--- src/rtl/simon_pkg.sv ---
// Shared types, constants and bit helpers for the SIMON32/64 decrypt slice.
package simon_pkg;

  localparam int unsigned WORD_W     = 16;
  localparam int unsigned MAX_ROUNDS = 32;
  localparam int unsigned Z0_LEN     = 62;

  typedef logic [WORD_W-1:0] word_t;

  typedef enum logic [1:0] {
    IDLE    = 2'd0,
    EXPAND  = 2'd1,
    DECRYPT = 2'd2,
    DONE    = 2'd3
  } state_t;

  // z0 sequence written left to right; the leftmost digit is z0[0]
  localparam logic [Z0_LEN-1:0] Z0_SEQ =
    62'b11111010001001010110000111001101111101000100101011000011100110;

  localparam word_t C_KEY = 16'hFFFC;

  // j-th bit of z0, counted from the left end of Z0_SEQ
  function automatic logic z0_bit(input logic [5:0] j);
    return Z0_SEQ[6'(6'd61 - j)];
  endfunction

  function automatic word_t rotl(input word_t x, input int unsigned s);
    return word_t'((x << s) | (x >> (WORD_W - s)));
  endfunction

  function automatic word_t rotr(input word_t x, input int unsigned s);
    return word_t'((x >> s) | (x << (WORD_W - s)));
  endfunction

endpackage

--- src/rtl/round.sv ---
// Single SIMON32/64 decrypt round: {x,y} -> {y, x ^ f(y) ^ k}.
module round
  import simon_pkg::*;
(
  input  logic [31:0] blk_in,
  input  logic [15:0] rkey,
  output logic [31:0] blk_out_c
);

  word_t x_c;
  word_t y_c;
  word_t f_c;

  // Inverse of the Feistel step; f(y) = (rotl1 & rotl8) ^ rotl2
  always_comb begin
    x_c       = blk_in[31:16];
    y_c       = blk_in[15:0];
    f_c       = (rotl(y_c, 1) & rotl(y_c, 8)) ^ rotl(y_c, 2);
    blk_out_c = {y_c, x_c ^ f_c ^ rkey};
  end

endmodule

--- src/rtl/simon_key_step.sv ---
// One combinational SIMON32/64 key-expansion step: k[i], k[i+1], k[i+3], z -> k[i+4].
module simon_key_step
  import simon_pkg::*;
(
  input  logic [15:0] k_i,
  input  logic [15:0] k_i1,
  input  logic [15:0] k_i3,
  input  logic        z,
  output logic [15:0] k_next_c
);

  word_t t_c;

  // k[i+4] = C ^ z ^ k[i] ^ t ^ rotr1(t), t = rotr3(k[i+3]) ^ k[i+1]
  always_comb begin
    t_c      = rotr(k_i3, 3) ^ k_i1;
    k_next_c = C_KEY ^ {15'd0, z} ^ k_i ^ t_c ^ rotr(t_c, 1);
  end

endmodule

--- src/rtl/simon_decrypt_ctrl.sv ---
// Iterative SIMON32/64 decrypt controller: expands round keys into a local
// buffer, then runs one decrypt round per cycle from k[ROUNDS-1] down to k[0].
// Optional macro SIMON_DEC_KEY_REUSE_EN adds key_reuse to skip expansion when
// the buffer already holds a complete schedule.
module simon_decrypt_ctrl
  import simon_pkg::*;
#(
  parameter int unsigned ROUNDS = 32
) (
  input  logic        clk,
  input  logic        rst,
  input  logic        in_valid,
  output logic        in_ready,
  input  logic [63:0] in_key,
  input  logic [31:0] in_ct,
`ifdef SIMON_DEC_KEY_REUSE_EN
  input  logic        key_reuse,
`endif
  output logic        out_valid,
  input  logic        out_ready,
  output logic [31:0] out_pt,
  output logic        busy
);

  localparam logic [4:0] LAST_IDX = 5'(ROUNDS - 1);

  if ((ROUNDS < 5) || (ROUNDS > MAX_ROUNDS)) begin : g_bad_rounds
    $error("simon_decrypt_ctrl: ROUNDS must be within 5..32");
  end

  state_t      state_q, state_d;
  logic [31:0] blk_q, blk_d;
  logic [4:0]  idx_q, idx_d;
  logic [4:0]  rnd_q, rnd_d;
  logic        sched_ok_q, sched_ok_d;
  logic        in_ready_q, in_ready_d;
  logic        out_valid_q, out_valid_d;
  logic        busy_q, busy_d;
  word_t       kbuf_q [MAX_ROUNDS];
  word_t       kbuf_d [MAX_ROUNDS];

  logic        reuse_c;
  word_t       key_next_c;
  logic [31:0] round_out_c;

`ifdef SIMON_DEC_KEY_REUSE_EN
  assign reuse_c = key_reuse & sched_ok_q;
`else
  assign reuse_c = 1'b0;
`endif

  simon_key_step u_key_step (
    .k_i      (kbuf_q[5'(idx_q - 5'd4)]),
    .k_i1     (kbuf_q[5'(idx_q - 5'd3)]),
    .k_i3     (kbuf_q[5'(idx_q - 5'd1)]),
    .z        (z0_bit(6'({1'b0, idx_q} - 6'd4))),
    .k_next_c (key_next_c)
  );

  round u_round (
    .blk_in    (blk_q),
    .rkey      (kbuf_q[rnd_q]),
    .blk_out_c (round_out_c)
  );

  // Next-state, datapath and registered-output decode
  always_comb begin
    state_d    = state_q;
    blk_d      = blk_q;
    idx_d      = idx_q;
    rnd_d      = rnd_q;
    sched_ok_d = sched_ok_q;
    kbuf_d     = kbuf_q;

    unique case (state_q)
      IDLE: begin
        if (in_valid) begin
          blk_d = in_ct;
          if (reuse_c) begin
            rnd_d   = LAST_IDX;
            state_d = DECRYPT;
          end else begin
            kbuf_d[0]  = in_key[15:0];
            kbuf_d[1]  = in_key[31:16];
            kbuf_d[2]  = in_key[47:32];
            kbuf_d[3]  = in_key[63:48];
            idx_d      = 5'd4;
            sched_ok_d = 1'b0;
            state_d    = EXPAND;
          end
        end
      end
      EXPAND: begin
        kbuf_d[idx_q] = key_next_c;
        if (idx_q == LAST_IDX) begin
          rnd_d   = LAST_IDX;
          state_d = DECRYPT;
        end else begin
          idx_d = 5'(idx_q + 5'd1);
        end
      end
      DECRYPT: begin
        blk_d = round_out_c;
        if (rnd_q == 5'd0) begin
          sched_ok_d = 1'b1;
          state_d    = DONE;
        end else begin
          rnd_d = 5'(rnd_q - 5'd1);
        end
      end
      DONE: begin
        if (out_ready) begin
          state_d = IDLE;
        end
      end
      default: state_d = IDLE;
    endcase

    in_ready_d  = (state_d == IDLE);
    out_valid_d = (state_d == DONE);
    busy_d      = (state_d == EXPAND) || (state_d == DECRYPT);
  end

  // Control and datapath registers with synchronous reset
  always_ff @(posedge clk) begin
    if (rst) begin
      state_q     <= IDLE;
      blk_q       <= '0;
      idx_q       <= '0;
      rnd_q       <= '0;
      sched_ok_q  <= 1'b0;
      in_ready_q  <= 1'b1;
      out_valid_q <= 1'b0;
      busy_q      <= 1'b0;
    end else begin
      state_q     <= state_d;
      blk_q       <= blk_d;
      idx_q       <= idx_d;
      rnd_q       <= rnd_d;
      sched_ok_q  <= sched_ok_d;
      in_ready_q  <= in_ready_d;
      out_valid_q <= out_valid_d;
      busy_q      <= busy_d;
    end
  end

  // Round-key buffer keeps its contents across reset
  always_ff @(posedge clk) begin
    kbuf_q <= kbuf_d;
  end

  assign in_ready  = in_ready_q;
  assign out_valid = out_valid_q;
  assign busy      = busy_q;
  assign out_pt    = blk_q;

endmodule

--- config.mk ---
export PLATFORM = sky130hd
export DESIGN_NAME = simon_decrypt_ctrl
export DESIGN_NICKNAME = d
export VERILOG_FILES = /design/src/rtl/simon_pkg.sv /design/src/rtl/round.sv /design/src/rtl/simon_key_step.sv /design/src/rtl/simon_decrypt_ctrl.sv
export SDC_FILE = /design/constraint.sdc
export NUM_CORES = 2
export LEC_CHECK = 0
export ABC_AREA = 1
export BUFFER_PORTS_ARGS = -buffer_cell sky130_fd_sc_hd__buf_2
export CELL_PAD_IN_SITES_DETAIL_PLACEMENT = 2
export CELL_PAD_IN_SITES_GLOBAL_PLACEMENT = 2
export CORE_AREA = 2 2 312 314
export CTS_CLUSTER_SIZE = 24
export DETAILED_ROUTE_END_ITERATION = 6
export DIE_AREA = 0 0 314 316
export GPL_TIMING_DRIVEN = 1
export MAX_ROUTING_LAYER = met4
export PLACE_DENSITY_LB_ADDON = 0.1
export SLEW_MARGIN = 20
export SYNTH_ARGS = -nofsm -noshare
export SYNTH_HDL_FRONTEND = slang
export SYNTH_SLANG_ARGS = --single-unit
--- constraint.sdc ---
create_clock -name clk -period 8.8 [get_ports clk]
set_clock_uncertainty 0.15 [all_clocks]
set_input_delay 1.76 -clock clk [delete_from_list [all_inputs] [get_ports clk]]
set_output_delay 1.76 -clock clk [all_outputs]
set_load 0.02 [all_outputs]
==> impl_metrics.ini <==
[power_and_ir_drop]
cellLeakagePower_nw = 16.8
p_per_cell_area_nw_per_um2 = 227
ir_drop_mv = 0.173
total_power_w = 0.00953

[timing]
fin_setup_tns_ps = 0
timing.slew.headroom = 0.193
hold_violations = 0
finalCritPeriodShare = 0.721
grt_setup_unrepaired = false
drv_slew = 0
report.final.setup_viol = 0
layout_min_cycle_time_ps = 6350
clock.fmax_mhz = 158
max_slew.worst_pin.slew_ps = 1210

[clocking]
cts_hold_buffers = 0
cts_root_buf = clkbuf_16
ctsResizeCount = 0
clk_pin_slew_worst_paths_ps = 70
numClockSinks = 559
num_cts_buffers = 71
insertion_delay_ps = 680
cts_tree = yes
max-clock-path-buffers = 3
clock_h_tree_levels = 3
cts_setup_buffers = 0

[setup_path]
path_max_fanout = 121
regToRegStartpoint = idx_q[0]$_SDFFE_PP0P_
origin_of_the_worst_setup_path = idx_q[0]$_SDFFE_PP0P_
worst-endpoint-required_ps = 8950
start_kind = register
critPathCaptureType = register
timing_worst_setup_path_type = reg2reg
reg2reg_depth = 15
arrival_ps = 6500

[synth]
synth.area.top_cells = edfxtp_1, nand3_1, nand2_1
synth_edf_count = 512
yosysWarnings = 0
ys_async_sr_fraction = 0
ys_top_cells_by_count = nand2_1, nand3_1, edfxtp_1
netlist.top_cell.by_area = edfxtp_1
synth.ff_latch_count = 559
synth_top_cell_area_share = 0.404
synth.avg_cell_area_sq_um = 7.15
syn_inst = 5317
syn-cell-area_sq_um = 38000
synth_seq_area_share = 0.429
synth.net_count = 5437
ys_types = 34
yosysMostFrequentCell = nand2_1
synthFlopType = edfxtp_1

[global_route]
grt_antenna_before_repair = 8
first_global_vias = 43800
tot_gr_track_use = 0.407
grt_remaining_overflow = 0
grt_pass1_wl_um = 289000
grt_max_degree = 204

[placement]
finalWeightedCongestion = 0.907
placement.io_buffers = 134
half_perimeter_wire_length_after_detailed_placement_um = 124000
dpl-instance-area_sq_um = 39600

[die]
die_height_um = 316
rows = 114
chipWidth_um = 314
boundaryPins = 135
die_outline_area_sq_um = 99200
initial_core_util = 0.396
floorplan.core_area_sq_um = 96000

[route]
vias_per_instance = 6.37
vias = 41700
remaining_routing_drc_violations = 0
drt_pass1_iterations = 7
number_of_antenna_violating_nets_in_the_routed_design = 0
routed_wirelength_um = 200000
drt-initial-drc-count = 4186
wl_per_cell_um = 30.6

[layout]
final_nets = 5319
post_layout_utilization_of_the_core = 0.438
nFillCells = 11300
finish.instance_area_sq_um = 42000
layout-drive-gt1-share = 0.0778
area_growth_syn_to_layout_pct = 10.5

[run]
max_cap_violations = 0

[worst_hold_path]
min_delay_path_depth = 2
hp-class = reg2reg
worstHoldStart = out_pt[24]$_SDFFE_PP0P_

[outcome]
outcome = complete, no violations
cells by family (layout without fill, tap and decap cells):
logic type	after synthesis	after routing	synth area share
flip-flops	559	559	0.429
XOR/XNOR	41	41	0.0104
AND/OR/NAND/NOR	3175	3175	0.361
AO/OA/AOI/OAI	836	836	0.118
buffers and inverters	686	627	0.0742
adder cells (fa/ha/maj)	20	20	0.00658
other	0	8	0
metrics by stage:
stage / hold WS (ps) / worst slack (ps) / cells
after floorplan: 418 / 5090 / 5317
after global placement: 331 / 2890 / 6400
after detailed placement: 343 / 2650 / 6400
after CTS: 352 / 2640 / 6532
after global routing: 375 / 2130 / 6541
final: 355 / 2450 / 6542
per-layer routing:
layer	vias to the layer above	routed length, um	global-route usage
li1	18000	-	-
met1	21200	78500	0.490
met2	1796	93100	0.641
met3	651	14400	0.0573
met4	0	14100	0.261
met5	-	0	-
flip-flops by register name, summed over array words and instances (netlist names):
name / cells
state_q: 2
rnd_q: 5
busy: 1
idx_q: 5
out_valid: 1
kbuf_q: 512
out_pt: 32
in_ready: 1
cells in the final DEF, fill, tap and decap left out, types with 4 or more instances in the layout:
cell	instances
and2_1	5
o21ai_1	5
diode_2	8
nor2_2	9
nor2_4	28
clkinv_2	15
clkinv_1	21
xor2_4	6
nor2_1	168
dfxtp_1	40
buf_2	134
xnor2_1	15
nand3_1	1290
nand2_1	1613
edfxtp_1	512
ha_1	18
inv_1	261
buf_12	5
nand2_2	14
nand3b_1	19
o211ai_1	107
xor2_1	18
dfxtp_4	5
nand4_1	22
inv_2	10
bufinv_16	8
o21ai_0	390
buf_4	69
o21ai_2	4
a21oi_1	304
clkbuf_1	14
o22ai_1	22
clkbuf_16	75
area by class of cell:
class                           instances  area, sq um  share of cell area
Inverter                              285         1100              0.0262
Timing Repair Buffer                  210         1330              0.0316
Clock buffer                           92         1970              0.0469
Clock inverter                         40          399             0.00950
Sequential cell                       559        16300               0.389
Tap cell                             1276         1600              0.0380
Antenna cell                            8         20.0            0.000477
Multi-Input combinational cell       4072        19200               0.458
final timing paths:
check                                  to  slack (ps)
setup / recovery    kbuf_q[197]$_DFFE_PP_        2450
hold / removal    out_pt[24]$_SDFFE_PP0P_         350
setup reg to reg    kbuf_q[197]$_DFFE_PP_        2450
hold reg to reg   out_pt[24]$_SDFFE_PP0P_         350
report_power, final:
part / switching [W] / leakage [nW] / internal [W] / total (W)
sequential: 0.0000702 / 5.05 / 0.00350 / 0.00357
combinational: 0.00226 / 10.6 / 0.000587 / 0.00284
clock: 0.00130 / 1.16 / 0.00181 / 0.00311
total: 0.00363 / 16.8 / 0.00590 / 0.00953
critical path, cell delays in order (launching register included):
cell and delay, ps:
dfxtp_4 870, inv_8 440, ha_4 790, buf_4 590
buf_4 600, nand3_1 160, nand3_1 120, nand3_1 90
nand3_1 200, nand2_1 130, inv_1 90, nand2_1 70
nand2_1 300, inv_1 90, nand3_1 170, and2_1 930
Note: power is estimated with default switching activity, not from simulation.
